**src/rtl/ram_defs.sv**
```systemverilog
// Shared RAM geometry and requester IDs for the RAM8 arbiter slice.
package ram_defs;
  localparam int RAM_AW = 3;
  localparam int RAM_DW = 16;

  typedef enum logic {
    PORT0 = 1'b0,
    PORT1 = 1'b1
  } port_e;
endpackage

```
**src/rtl/RAM8.sv**
```systemverilog
// 8-word RAM: synchronous write on load, asynchronous read of the addressed word.
module RAM8
  import ram_defs::*;
(
  input  logic              clk,
  input  logic              load,
  input  logic [RAM_AW-1:0] address,
  input  logic [RAM_DW-1:0] in,
  output logic [RAM_DW-1:0] out
);
  // Contents are deliberately left unreset.
  logic [RAM_DW-1:0] r_mem [1<<RAM_AW];

  always_ff @(posedge clk) begin
    if (load) r_mem[address] <= in;
  end

  assign out = r_mem[address];
endmodule

```
**src/rtl/ram8_arbiter.sv**
```systemverilog
// Round-robin two-port arbiter with bounded lock in front of one RAM8.
// Handshake: a port holds req/we/addr/wdata stable until it sees gnt high; the access completes that cycle.
module ram8_arbiter
  import ram_defs::*;
#(
  parameter int MAX_BURST = 4
) (
  input  logic              clk,
  input  logic              reset,
  input  logic              req0,
  input  logic              req1,
  input  logic              we0,
  input  logic              we1,
  input  logic              lock0,
  input  logic              lock1,
  input  logic [RAM_AW-1:0] addr0,
  input  logic [RAM_AW-1:0] addr1,
  input  logic [RAM_DW-1:0] wdata0,
  input  logic [RAM_DW-1:0] wdata1,
  output logic              gnt0,
  output logic              gnt1,
  output logic              rvalid0,
  output logic              rvalid1,
  output logic [RAM_DW-1:0] rdata
);
  port_e             r_prio;
  port_e             r_last;
  logic [3:0]        r_burst_cnt;
  logic              r_rvalid0;
  logic              r_rvalid1;
  logic [RAM_DW-1:0] r_rdata;

  logic              w_lock_hold;
  port_e             w_win;
  logic              w_gnt0;
  logic              w_gnt1;
  port_e             w_gnt_port;
  logic              w_other_req;
  logic              w_load;
  logic [RAM_AW-1:0] w_address;
  logic [RAM_DW-1:0] w_in;
  logic [RAM_DW-1:0] w_ram_out;

  always_comb begin
    w_lock_hold = 1'b0;
    w_win       = r_prio;
    w_gnt0      = 1'b0;
    w_gnt1      = 1'b0;
    w_address   = '0;
    w_in        = '0;
    w_load      = 1'b0;

    // The port granted last cycle keeps the grant while locking, up to MAX_BURST.
    if (r_last == PORT0) w_lock_hold = req0 && lock0 && (r_burst_cnt < 4'(MAX_BURST));
    else                 w_lock_hold = req1 && lock1 && (r_burst_cnt < 4'(MAX_BURST));

    if (req0 && req1) begin
      w_win  = w_lock_hold ? r_last : r_prio;
      w_gnt0 = (w_win == PORT0);
      w_gnt1 = (w_win == PORT1);
    end else begin
      w_gnt0 = req0;
      w_gnt1 = req1;
    end

    if (w_gnt0) begin
      w_address = addr0;
      w_in      = wdata0;
      w_load    = we0;
    end else if (w_gnt1) begin
      w_address = addr1;
      w_in      = wdata1;
      w_load    = we1;
    end

    // Reset is asynchronous, so a write on an edge where reset is high must not land.
    w_load = w_load && !reset;
  end

  assign w_gnt_port  = w_gnt1 ? PORT1 : PORT0;
  assign w_other_req = w_gnt0 ? req1 : req0;

  always_ff @(posedge clk or posedge reset) begin
    if (reset) begin
      r_prio      <= PORT0;
      r_last      <= PORT0;
      r_burst_cnt <= '0;
      r_rvalid0   <= 1'b0;
      r_rvalid1   <= 1'b0;
      r_rdata     <= '0;
    end else begin
      r_rvalid0 <= w_gnt0 && !we0;
      r_rvalid1 <= w_gnt1 && !we1;
      if (w_gnt0 || w_gnt1) begin
        r_prio      <= w_gnt0 ? PORT1 : PORT0;
        r_last      <= w_gnt_port;
        r_burst_cnt <= (w_gnt_port == r_last && w_other_req) ? r_burst_cnt + 4'd1 : 4'd1;
        if (!w_load) r_rdata <= w_ram_out;
      end else begin
        r_burst_cnt <= '0;
      end
    end
  end

  RAM8 u_ram (
    .clk     (clk),
    .load    (w_load),
    .address (w_address),
    .in      (w_in),
    .out     (w_ram_out)
  );

  assign gnt0    = w_gnt0;
  assign gnt1    = w_gnt1;
  assign rvalid0 = r_rvalid0;
  assign rvalid1 = r_rvalid1;
  assign rdata   = r_rdata;
endmodule

```
**config.mk**
```make
export PLATFORM = sky130hd
export DESIGN_NAME = ram8_arbiter
export DESIGN_NICKNAME = d
export VERILOG_FILES = /design/src/rtl/ram_defs.sv /design/src/rtl/RAM8.sv /design/src/rtl/ram8_arbiter.sv
export SDC_FILE = /design/constraint.sdc
export NUM_CORES = 1
export LEC_CHECK = 0
export BUFFER_PORTS_ARGS = -buffer_cell sky130_fd_sc_hd__buf_2
export CAP_MARGIN = 20
export CORE_MARGIN = 5
export CORE_UTILIZATION = 39
export DETAILED_ROUTE_END_ITERATION = 7
export PLACE_DENSITY = 0.57
export SLEW_MARGIN = 30
export SYNTH_ARGS = -nofsm -noshare
export SYNTH_HDL_FRONTEND = slang
export SYNTH_SLANG_ARGS = --single-unit
```
**constraint.sdc**
```tcl
create_clock -name clk -period 13.5 [get_ports clk]
set_clock_uncertainty 0.2 [all_clocks]
set_input_delay 1.35 -clock clk [delete_from_list [all_inputs] [get_ports clk]]
set_output_delay 1.35 -clock clk [all_outputs]
set_load 0.01 [all_outputs]
```
# [After elaboration in Yosys (flattened, before gate mapping)]
# Memory sizes are Yosys's and may differ from the RTL's. A register that Yosys moved wholly into a read port is not among the register bits.
# Index checks and enable logic that the tools add are counted.
[word_totals] regBits=8 mem_bits_rw=128 inputBits=46 output_inout_bits=20 elab_cells=42 n_memories=1
[classes] n_addsub=1 magnitude_cmp=1 n_eq_ne=1 mux=17 bitwise_logic=2 reduce_logical=14
[mem_list] memory="u_ram.r_mem" depth=8 width=16 read_ports=1 rd_clocked_by_memory_dff=1 write_ports=1 line="RAM8.sv:12" source="logic [RAM_DW-1:0] r_mem [1<<RAM_AW];"
[ops] cell="16-bit two-way mux" count=2
[ops] cell="1-bit two-way mux" count=11
[ops] cell="1-bit logical AND" count=9
[ops] cell="4-bit two-way mux" count=2
[ops] cell="3-bit two-way mux" count=2
[ops] cell="4-bit by 1-bit adder with 4-bit output, second input constant" count=1
[ops] cell="4-bit by 3-bit less-than comparator with 1-bit output, second input constant" count=1
[ops] cell="1-bit zero test" count=3
[ops] cell="1-bit NOT" count=2
[ops] cell="2-bit AND reduction" count=1
[ops] cell="1-bit equality test" count=1
[ops] cell="1-bit logical OR" count=1

# [Logic depth before layout (Yosys ltp)]
# Gate-level depths: netlist of run 1.
[depth] word_depth=10 ltp_mapped=10 mapped_depth_nobuf=8

# [By module]
# From an unflattened synthesis of run 1, not the netlist that was laid out.
[hier_totals] cells_unflattened=402 area_unflattened_um2=6681.4
[modules_own_cells] module="RAM8" n_inst=1 cells_each=222 area_per_inst_um2=4972.3 seq_area_each_um2=3843.7
[modules_own_cells] module="ram8_arbiter" n_inst=1 cells_each=180 area_per_inst_um2=1709.1 seq_area_each_um2=600.6

# [Worst setup path before layout of run 1]
# OpenSTA, ideal clock, no wires.
[synth_path] path_kind="input-to-reg" startpoint="input port req1" endpoint="memory u_ram.r_mem[0][0], enable pin" setup_time_ps=436 arrival_time_ps=4544 t_required_ps=12864 slack_ps=8320 path_stages=7 n_path_buf=2 cell_sequence="and4bb_1 o21a_4 o21ai_4 o22a_1 clkbuf_1 buf_2 nor4b_1"
[synth_between] elab_chain_len=10 elab_cells_between_ends=15 classes_between="mux (10); bitwise (1); reduce/logical (4)"
[synth_rtl] item="from (decl)" line="ram8_arbiter.sv:11" source="input logic req1,"
[synth_rtl] item="1-bit logical AND (2 in series)" line="ram8_arbiter.sv:55" source="else w_lock_hold = req1 && lock1 && (r_burst_cnt < 4'(MAX_BURST));"
[synth_rtl] item="1-bit two-way mux" line="ram8_arbiter.sv:54" source="if (r_last == PORT0) w_lock_hold = req0 && lock0 && (r_burst_cnt < 4'(MAX_BURST));"
[synth_rtl] item="1-bit two-way mux" line="ram8_arbiter.sv:58" source="w_win = w_lock_hold ? r_last : r_prio;"
[synth_rtl] item="1-bit two-way mux or 1-bit NOT (tied branches)" line="ram8_arbiter.sv:57, ram8_arbiter.sv:59"
[synth_rtl] item="1-bit two-way mux, on equally long branches" line="ram8_arbiter.sv:70, ram8_arbiter.sv:57"
[synth_rtl] item="1-bit two-way mux" line="ram8_arbiter.sv:66" source="if (w_gnt0) begin"
[synth_rtl] item="1-bit logical AND" line="ram8_arbiter.sv:77" source="w_load = w_load && !reset;"
[synth_rtl] item="1-bit two-way mux" line="RAM8.sv:15" source="if (load) r_mem[address] <= in;"
[synth_rtl] item="1-bit two-way mux (implied by the code)" line="RAM8.sv:15"
[synth_rtl] item="to (decl)" line="RAM8.sv:12"
# Several ways; a longest one is shown, not always the timed one.

# [Final worst setup path of run 1]
[layout_path] startpoint="input port req1" endpoint="output port gnt0"
[layout_between] elab_chain_len=6 elab_cells_between_ends=7 classes_between="mux (3); bitwise (1); reduce/logical (3)"
[layout_rtl] item="1-bit logical AND (2 in series)" line="ram8_arbiter.sv:55"
[layout_rtl] item="1-bit two-way mux" line="ram8_arbiter.sv:54"
[layout_rtl] item="1-bit two-way mux" line="ram8_arbiter.sv:58"
[layout_rtl] item="1-bit NOT" line="ram8_arbiter.sv:59" source="w_gnt0 = (w_win == PORT0);"
[layout_rtl] item="1-bit two-way mux *" line="ram8_arbiter.sv:57" source="if (req0 && req1) begin"
[layout_rtl] item="to (decl)" line="ram8_arbiter.sv:20" source="output logic gnt0,"
# Mark *: on every way between the ends. The rest lies on a longest branch, timed or not.

==> results.sh, run 1 <==
export IMPL_status="complete, no violations"
export IMPL_ios=66
export IMPL_grt_pass1_vias=3869
export IMPL_drive_above_1_share_pct=30.9
export IMPL_gr_usage_met1_pct=21.6
export IMPL_clkPwrFrac_pct=41.8
export IMPL_slew_headroom_pct=36.1
export IMPL_numPortBuffers=65
export IMPL_row_count=46
export IMPL_placedCellCount=653
export IMPL_cp_data_arrival_time_ns=2.96
export IMPL_grt_first_pass_wirelength_um=22100
export IMPL_post_cts_buffers=0
export IMPL_start_kind="input port"
export IMPL_multiInputGateArea_mm2=0.00159
export IMPL_cts_tree="yes"
export IMPL_power_leakage_nw=2.79
export IMPL_clockBufferDepth=2
export IMPL_setup_violations=0
export IMPL_postCtsHoldBufs=0
export IMPL_synth_edff_count=128
export IMPL_p_sw_mw=0.280
export IMPL_critPathKind="input port to primary output"
export IMPL_hpwl_um=9050
export IMPL_fmax_mhz=222
export IMPL_ys_flop_type="edfxtp_1"
export IMPL_cp_common_cell="buf_2"
export IMPL_holdWs_ns=0.292
export IMPL_syn_nets=428
export IMPL_cts_buffers=17
export IMPL_fin_cells=685
export IMPL_grt_busiest_layer="met2"
export IMPL_overflow=0
export IMPL_grt_max_degree=29
export IMPL_r2r_end="u_ram.r_mem[4][0]"
export IMPL_drt_initial_drc_count=386
export IMPL_firstDrtPassIters=5
export IMPL_worstReg2RegStart="r_burst_cnt[2]"
export IMPL_die_width_um=136
export IMPL_hold_path_class="flip-flop to flip-flop"
export IMPL_viasPerCell=5.45
export IMPL_synth_seq_area_share_pct=71.6
export IMPL_max_cap_violations=0
export IMPL_combPwrFrac_pct=12.6
export IMPL_insertion_delay_ns=0.42
export IMPL_min_to="r_burst_cnt[0]"
export IMPL_grt_antenna_before_repair=0
export IMPL_gp_congestion=0.824
export IMPL_drc=0
export IMPL_die_area_mm2=0.0185
export IMPL_rsz0062_at_grt="false"
export IMPL_cts_sinks=152
export IMPL_crit_chain="buf_2 > and4bb_1 > o211ai_1 > nand2_1 > inv_1 > buf_4 > buf_2"
export IMPL_diodes=0
export IMPL_fin_nets=503
export IMPL_synth_warnings=0
export IMPL_rr_worst_depth=7
export IMPL_ctsResizeCount=0
export IMPL_pwr_share_seq_pct=45.6
export IMPL_coreArea_mm2=0.0158
export IMPL_initial_core_util_pct=39.4
export IMPL_finalWirelength_um=14600
export IMPL_n_fill_cell=1410
export IMPL_mappedNetlistArea_mm2=0.00621
export IMPL_period_needed_ns=4.51
export IMPL_wl_per_cell_um=21.3
export IMPL_fin_util_pct=47.2
export IMPL_area_sequential_mm2=0.00444
export IMPL_max_stage_delay_ns=0.29
export IMPL_crit_required_ns=11.95
export IMPL_tightest_slew_ns=0.958
export IMPL_vdd_drop_max_mv=0.102
export IMPL_ys_types=48
export IMPL_hold_viol_final=0
export IMPL_area_growth_pct=20.0
export IMPL_cp_max_fo=19
export IMPL_cp_end_kind="primary output"
export IMPL_maxSlewViolCount=0
export IMPL_clk_pin_slew_worst_paths_ns=0.06
export IMPL_use_met3_pct=4.66
export IMPL_synth_seq_cells=152
export IMPL_die_height_um=136
export IMPL_r2r_setup_slack_ns=9.86
export IMPL_gr_usage_all_layers_pct=16.4
export IMPL_fin_setup_tns_ns=0
export IMPL_vias=3730
export IMPL_ant_nets=0
export IMPL_cp_num_buf_inv=4
export IMPL_grt_util_met2_pct=25.5
export IMPL_async_flop_share_pct=15.8
export IMPL_syn_area_per_cell_um2=16.3
export IMPL_hold_path_startpoint="r_burst_cnt[0]"
export IMPL_cpLargestDelayFamily="buffers and inverters"
export IMPL_netSwitchingFraction_pct=23.2
export IMPL_power_density_mw_per_mm2=162
export IMPL_cts_htree_levels=4
export IMPL_crit_slowest_cell="buf_4"
export IMPL_cts_root_buf="clkbuf_16"
export IMPL_p_int_mw=0.927
export IMPL_timing_final_crit_share_pct=33.4
export IMPL_worst_path_stages=7
export IMPL_synth_cells=381
export IMPL_whs_path_depth=1
## cell type report
cell class	count	area share [%]
repair buffers	77	5.58
multi-input cells	184	21.4
inverters	24	1.21
flip-flops and latches	152	59.7
clock buffers	19	5.81
well taps	216	3.63
clock inverters	13	2.74
## flip-flops by register name (all words and copies together) (netlist names)
| signal | count |
|---|---|
| r_burst_cnt | 4 |
| r_last | 1 |
| r_prio | 1 |
| rdata | 16 |
| rvalid0 | 1 |
| rvalid1 | 1 |
| u_ram.r_mem | 128 |
## routing by layer
layer	vias up	wire, µm
li1	1698	-
met2	132	6970
met1	1875	6460
met3	25	856
met5	-	0
met4	0	298
## kinds of logic after synthesis
| logic type | count (synthesis) | synth area share (%) |
|---|---|---|
| flip-flops | 152 | 71.6 |
| AO/OA/AOI/OAI | 98 | 14.2 |
| buffers and inverters | 45 | 3.18 |
| AND/OR/NAND/NOR | 44 | 3.83 |
| multiplexers | 39 | 6.75 |
| XOR/XNOR | 2 | 0.282 |
| adder cells (fa/ha/maj) | 1 | 0.202 |
## worst max path at each step
stage | from | to | slack, ns
after floorplan | req1 | u_ram.r_mem[0][0] | 8.32
after global placement | req1 | u_ram.r_mem[3][7] | 8.77
after detailed placement | req1 | u_ram.r_mem[3][6] | 8.70
after CTS | req1 | gnt0 | 8.98
after global routing | req1 | gnt0 | 8.87
final | req1 | gnt0 | 8.99
## per-stage QoR
stage | instance area [µm²] | power (mW) | setup WS [ns]
6_report | 7450 | 1.21 | 8.99
5_1_grt | 7450 | 1.25 | 8.87
4_1_cts | 7450 | 1.22 | 8.98
3_5_place_dp | 6810 | 0.713 | 8.70
3_3_place_gp | 6810 | 0.710 | 8.77
2_1_floorplan | 6210 | 0.656 | 8.32
## power groups by stage
stage / clock (mW) / combinational [mW] / sequential, mW
2_1_floorplan: 0 / 0.0908 / 0.565
3_3_place_gp: 0 / 0.151 / 0.559
3_5_place_dp: 0 / 0.154 / 0.559
4_1_cts: 0.513 / 0.155 / 0.550
5_1_grt: 0.535 / 0.166 / 0.552
6_report: 0.505 / 0.152 / 0.550
## synthesized netlist by cell type (all sizes together), types with 2 or more instances
library cell  number  area (µm²)
a21oi             11        55.1
a221o             32         320
a221oi             9         116
a222oi             7        70.1
a22o              16         140
and2               4        25.0
and3               2        12.5
buf               11        68.8
clkbuf            10        38.8
dfrtp             24         601
edfxtp           128        3840
inv               24        90.1
mux2              23         259
mux2i             16         160
nand2              4        17.5
nand3             11        55.1
nor2              11        41.3
nor2b              3        18.8
nor3               2        10.0
o211ai             2        20.0
o21ai             11        66.3
o22a               2        17.5
or3                2        12.5
## cells in the final DEF (no fill, tap or decap), drive strengths merged, types with 2 or more instances in the layout
| cell | count |
|---|---|
| edfxtp | 128 |
| buf | 77 |
| a221o | 32 |
| dfrtp | 24 |
| inv | 24 |
| mux2 | 23 |
| clkbuf | 19 |
| mux2i | 16 |
| a22o | 16 |
| nand3 | 11 |
| a21oi | 11 |
| nor2 | 11 |
| o21ai | 11 |
| a221oi | 9 |
| a222oi | 7 |
| bufinv | 5 |
| clkinv | 5 |
| nand2 | 4 |
| and2 | 4 |
| nor2b | 3 |
| clkinvlp | 3 |
| and3 | 2 |
| o22a | 2 |
| or3 | 2 |
| nor3 | 2 |
| o211ai | 2 |
(Power assumes the default switching activity.)
==> inputs of run 2 (changes only) <==
PLACE_DENSITY = 0.59   (was 0.57)
clock period = 4 ns   (was 13.5 ns; I/O delays follow)
==> results.sh, run 2 (synthesis gave the netlist of run 1 again) <==
export IMPL_status="complete, no violations"
export IMPL_grt_pass1_vias=3829
export IMPL_vdd_drop_max_mv=0.279
export IMPL_wl_per_cell_um=21.0
export IMPL_final_cell_mix="edfxtp_1 (128), buf_2 (65), a221o_1 (32)"
export IMPL_fmax_mhz=291
export IMPL_cts_root_buf="clkbuf_16"
export IMPL_worstReg2RegStart="r_burst_cnt[2]"
export IMPL_rr_worst_depth=8
export IMPL_cts_htree_levels=4
export IMPL_place_ws_ns=0.405
export IMPL_netSwitchingFraction_pct=23.9
export IMPL_hold_path_startpoint="req1"
export IMPL_crit_chain="nand4bb_1 > a21o_1 > o211a_1 > nor2_4 > buf_4 > mux2_2 > a221oi_1 > mux2i_1"
export IMPL_coreArea_mm2=0.0158
export IMPL_setup_violations=0
export IMPL_area_growth_pct=22.3
export IMPL_largest_reg_flops=128
export IMPL_worst_slack_ns=0.566
export IMPL_ios=66
export IMPL_r2r_setup_slack_ns=0.57
export IMPL_period_needed_ns=3.43
export IMPL_die_width_um=136
export IMPL_start_kind="flip-flop"
export IMPL_insertion_delay_ns=0.43
export IMPL_max_stage_delay_ns=0.70
export IMPL_cts_tree="yes"
export IMPL_finalWirelength_um=14700
export IMPL_gp_congestion=0.757
export IMPL_grt_antenna_before_repair=0
export IMPL_hold_viol_final=0
export IMPL_critPathKind="flip-flop to flip-flop"
export IMPL_place_area_mm2=0.00694
export IMPL_gr_usage_all_layers_pct=16.6
export IMPL_clk_pin_slew_worst_paths_ns=0.06
export IMPL_maxSlewViolCount=0
export IMPL_grt_first_pass_wirelength_um=22500
export IMPL_fin_nets=518
export IMPL_combPwrFrac_pct=13.0
export IMPL_hold_path_class="input port to flip-flop"
export IMPL_cp_end_kind="flip-flop"
export IMPL_diodes=0
export IMPL_power_density_mw_per_mm2=534
export IMPL_ctsResizeCount=0
export IMPL_whs_path_depth=3
export IMPL_cp_max_fo=27
export IMPL_cts_buffers=17
export IMPL_min_to="r_last"
export IMPL_cts_sinks=152
export IMPL_fin_setup_tns_ns=0
export IMPL_crit_required_ns=4.09
export IMPL_design_area_mm2=0.00759
export IMPL_pwr_share_seq_pct=45.9
export IMPL_viasPerCell=5.37
export IMPL_clkPwrFrac_pct=41.1
export IMPL_rsz0062_at_grt="false"
export IMPL_drc=0
export IMPL_p_total_mw=4.05
export IMPL_power_leakage_nw=2.88
export IMPL_p_sw_mw=0.968
export IMPL_drive_above_1_share_pct=32.4
export IMPL_firstDrtPassIters=4
export IMPL_initial_core_util_pct=39.4
export IMPL_final_common_cell="edfxtp_1"
export IMPL_cp_num_buf_inv=1
export IMPL_slew_headroom_pct=40.6
export IMPL_grt_max_degree=28
export IMPL_max_cap_violations=0
export IMPL_row_count=46
export IMPL_cp_data_arrival_time_ns=3.52
export IMPL_crit_slowest_cell="nor2_4"
export IMPL_vias=3756
export IMPL_regMostFlops="u_ram.r_mem"
export IMPL_clockBufferDepth=2
export IMPL_overflow=0
export IMPL_die_height_um=136
export IMPL_die_area_mm2=0.0185
export IMPL_numPortBuffers=65
export IMPL_cpLargestDelayFamily="simple AND/OR/NAND/NOR gates"
export IMPL_timing_final_crit_share_pct=85.9
export IMPL_r2r_end="rdata[0]"
export IMPL_p_int_mw=3.08
export IMPL_tightest_slew_ns=0.891
export IMPL_hpwl_um=9080
export IMPL_ant_nets=0
export IMPL_critPathLaunch="r_burst_cnt[2]"
export IMPL_drt_initial_drc_count=327
run 2: cell types whose count changed in the layout (fill, tap and decap cells not counted):
cell,delta
and2_2,-1
inv_6,+3
clkinv_4,+1
nor4b_2,-1
buf_12,+2
nor4b_4,+1
clkbuf_1,-2
bufinv_16,-1
dlygate4sd3_1,+3
clkinvlp_4,-2
buf_4,+10
clkinv_1,+1
and2_1,+1
run 2: cell type report:
type / instances / area, µm²
Timing Repair Buffer: 92 / 561
Tap cell: 216 / 270
Fill cell: 1407 / 8180
Clock inverter: 15 / 198
Multi-Input combinational cell: 184 / 1600
Inverter: 24 / 90.1
Sequential cell: 152 / 4440
Clock buffer: 17 / 425
run 2: per-stage QoR:
step,std cells,util (%),hold WS (ns)
after detailed placement,665,44.0,0.290
after CTS,700,48.1,0.121
after global routing,700,48.1,0.154
final,700,48.1,0.142
after floorplan,381,-,0.215
after global placement,665,44.0,0.278
run 2: power by group through the flow:
stage          clock [mW]  sequential [mW]  combinational [mW]
2_1_floorplan           0             1.91               0.307
6_report             1.67             1.86               0.526
4_1_cts              1.69             1.86               0.533
3_5_place_dp            0             1.89               0.528
3_3_place_gp            0             1.89               0.514
5_1_grt              1.77             1.87               0.576
run 2: per-layer routing:
| metal | wire, µm | vias to the layer above | global-route usage (%) |
|---|---|---|---|
| li1 | - | 1725 | - |
| met1 | 6550 | 1900 | 23.1 |
| met2 | 7070 | 117 | 26.1 |
| met3 | 877 | 14 | 3.96 |
| met4 | 173 | 0 | 4.87 |
| met5 | 0 | - | 0 |
run 2: repair_timing:
| action | 4_1_cts | 5_1_grt |
|---|---|---|
| hold endpoints to repair | 14 | 0 |
| buffers inserted | 0 | 0 |
| hold buffers | 3 | 0 |
run 2: how the worst max path moves through the flow:
stage,to,cells past startpoint
6_report,rdata[0],8
2_1_floorplan,u_ram.r_mem[5][0],7
5_1_grt,rdata[0],8
3_3_place_gp,rdata[0],9
3_5_place_dp,rdata[0],9
4_1_cts,rdata[0],8
run 2: worst min-delay path, delay by kind of cell:
| family | cells | cell delay, ns |
|---|---|---|
| simple gates | 2 | 0.16 |
| buf+inv | 1 | 0.17 |
==> inputs of run 3 (changes only) <==
SYNTH_HIERARCHICAL = 1   (was default)
==> results.sh, run 3 <==
export IMPL_status="complete, no violations"
export IMPL_mappedNetlistArea_mm2=0.00668
export IMPL_gr_usage_all_layers_pct=16.3
export IMPL_grt_antenna_before_repair=0
export IMPL_place_ws_ns=0.159
export IMPL_diodes=0
export IMPL_synth_seq_area_share_pct=66.5
export IMPL_cts_sinks=152
export IMPL_power_leakage_nw=2.83
export IMPL_synth_edff_count=128
export IMPL_critPathLaunch="r_burst_cnt[2]"
export IMPL_top_layer="met4"
export IMPL_grt_pass1_vias=4194
export IMPL_area_growth_pct=19.5
export IMPL_synth_top_area_share_pct=57.5
export IMPL_vdd_drop_max_mv=0.355
export IMPL_overflow=0
export IMPL_wl_met2_um=7610
export IMPL_route_met3_wl_um=886
export IMPL_wl_per_cell_um=21.8
export IMPL_wl_met1_um=7060
export IMPL_synth_warnings=6
export IMPL_crit_required_ns=4.13
export IMPL_worst_slack_ns=0.286
export IMPL_coreArea_mm2=0.0167
export IMPL_regMostFlops="u_ram/r_mem"
export IMPL_syn_nets=449
export IMPL_cts_root_buf="clkbuf_16"
export IMPL_clk_pin_slew_worst_paths_ns=0.06
export IMPL_cts_tree="yes"
export IMPL_synth_largest_area_cell="edfxtp_1"
export IMPL_start_kind="flip-flop"
export IMPL_ant_nets=0
export IMPL_r2r_end="rdata[7]"
export IMPL_cp_max_fo=18
export IMPL_ios=66
export IMPL_drive_above_1_share_pct=34.4
export IMPL_cts_buffers=17
export IMPL_firstDrtPassIters=5
export IMPL_final_common_cell="edfxtp_1"
export IMPL_period_needed_ns=3.71
export IMPL_gp_congestion=0.819
export IMPL_cp_data_arrival_time_ns=3.84
export IMPL_maxSlewViolCount=0
export IMPL_drt_initial_drc_count=317
export IMPL_largest_reg_flops=128
export IMPL_r2r_setup_slack_ns=0.29
export IMPL_worstReg2RegStart="r_burst_cnt[2]"
export IMPL_yosys_top_cells_area="edfxtp_1 (58%), dfrtp_1 (9.0%), mux4_1 (5.9%)"
export IMPL_syn_area_per_cell_um2=16.6
export IMPL_tightest_slew_ns=0.894
export IMPL_place_area_mm2=0.00738
export IMPL_die_height_um=141
export IMPL_multiInputGateArea_mm2=0.00206
export IMPL_numPortBuffers=65
export IMPL_synth_cells=402
export IMPL_synth_common_cells="edfxtp_1 (128), o211ai_1 (36), dfrtp_1 (24)"
export IMPL_hpwl_um=10400
export IMPL_yosysMostFrequentCell="edfxtp_1"
export IMPL_grt_max_degree=41
export IMPL_n_fill_cell=1454
export IMPL_setup_violations=0
export IMPL_vias=4106
export IMPL_fmax_mhz=269
export IMPL_cp_end_kind="flip-flop"
export IMPL_final_cell_mix="edfxtp_1 (128), buf_2 (65), o211ai_1 (36)"
export IMPL_power_density_mw_per_mm2=499
export IMPL_drc=0
export IMPL_cts_htree_levels=4
export IMPL_initial_core_util_pct=40.0
export IMPL_area_sequential_mm2=0.00444
export IMPL_viasPerCell=5.70
export IMPL_die_area_mm2=0.0199
export IMPL_fin_setup_tns_ns=0
export IMPL_insertion_delay_ns=0.42
export IMPL_post_cts_buffers=0
export IMPL_async_flop_share_pct=15.8
export IMPL_max_cap_violations=0
export IMPL_timing_final_crit_share_pct=92.9
export IMPL_row_count=47
export IMPL_finalWirelength_um=15700
export IMPL_crit_end="rdata[7]"
export IMPL_rr_worst_depth=12
export IMPL_die_width_um=141
export IMPL_slew_headroom_pct=40.2
export IMPL_grt_first_pass_wirelength_um=24500
export IMPL_clockBufferDepth=2
export IMPL_ys_types=46
export IMPL_hold_viol_final=0
export IMPL_hold_path_class="input port to flip-flop"
export IMPL_fin_nets=534
export IMPL_ys_flop_type="edfxtp_1"
export IMPL_rsz0062_at_grt="false"
export IMPL_critPathKind="flip-flop to flip-flop"
export IMPL_synth_seq_cells=152
export IMPL_design_area_mm2=0.00798
run 3: area by class of cell:
cell class	count	area share [%]
Inverter	9	0.423
Tap cell	220	3.45
Multi-Input combinational cell	212	25.8
Clock inverter	15	1.82
Sequential cell	152	55.7
Timing Repair Buffer	95	7.46
Clock buffer	17	5.33
run 3: worst min path at each step:
stage	start	end	slack, ns	cells after the start
floorplan	reset	r_burst_cnt[0]	0.22	1
global placement	reset	rvalid0	0.28	3
detailed placement	reset	rdata[11]	0.29	3
CTS	req0	r_burst_cnt[3]	0.14	3
global route	req0	r_burst_cnt[3]	0.15	3
finish	req0	r_burst_cnt[3]	0.16	3
run 3: repair_timing:
action | CTS | global route
endpoints found under the setup margin | 0 | 0
hold buffers | 3 | 0
gates resized for setup | 0 | 0
endpoints found under the hold margin | 26 | 0
run 3: kinds of logic (layout without fill, tap and decap cells):
logic type | count (synthesis) | in the layout | share of synthesized area (%)
flip-flops | 152 | 152 | 66.5
AO/OA/AOI/OAI | 112 | 112 | 13.6
AND/OR/NAND/NOR | 50 | 50 | 3.71
multiplexers | 47 | 47 | 12.8
buffers and inverters | 38 | 136 | 2.94
XOR/XNOR | 2 | 2 | 0.262
adder cells (fa/ha/maj) | 1 | 1 | 0.187
run 3: metrics by stage:
step                      std cells  hold WS (ns)  util [%]  power (mW)
after CTS                       720         0.142      47.8        4.02
after floorplan                 402         0.223         -        2.26
after global placement          685         0.276      44.1        2.47
after detailed placement        685         0.288      44.2        2.48
final                           720         0.157      47.8        3.98
after global routing            720         0.154      47.8        4.14
run 3: where the power goes:
group	total, mW	internal (mW)	switching [mW]	leakage (nW)
registers	1.86	1.82	0.0368	1.46
logic	0.593	0.245	0.348	1.09
clock network	1.53	0.872	0.659	0.283
run 3: critical path, stage by stage (launching register included):
cell and delay, ns:
dfrtp_1 0.40, and4bb_4 0.28, o21ai_4 0.47, a31o_4 0.29, inv_2 0.05, buf_4 0.17
a22o_1 0.44, nor2_1 0.40, a22oi_1 0.15, o211ai_1 0.23, nand2_1 0.09, a311o_1 0.35
o211ai_1 0.08
run 3: layer usage:
metal / vias up / track usage (%)
li1: 1843 / -
met1: 2110 / 23.2
met2: 143 / 25.6
met3: 10 / 3.93
met4: 0 / 4.08
met5: - / 0
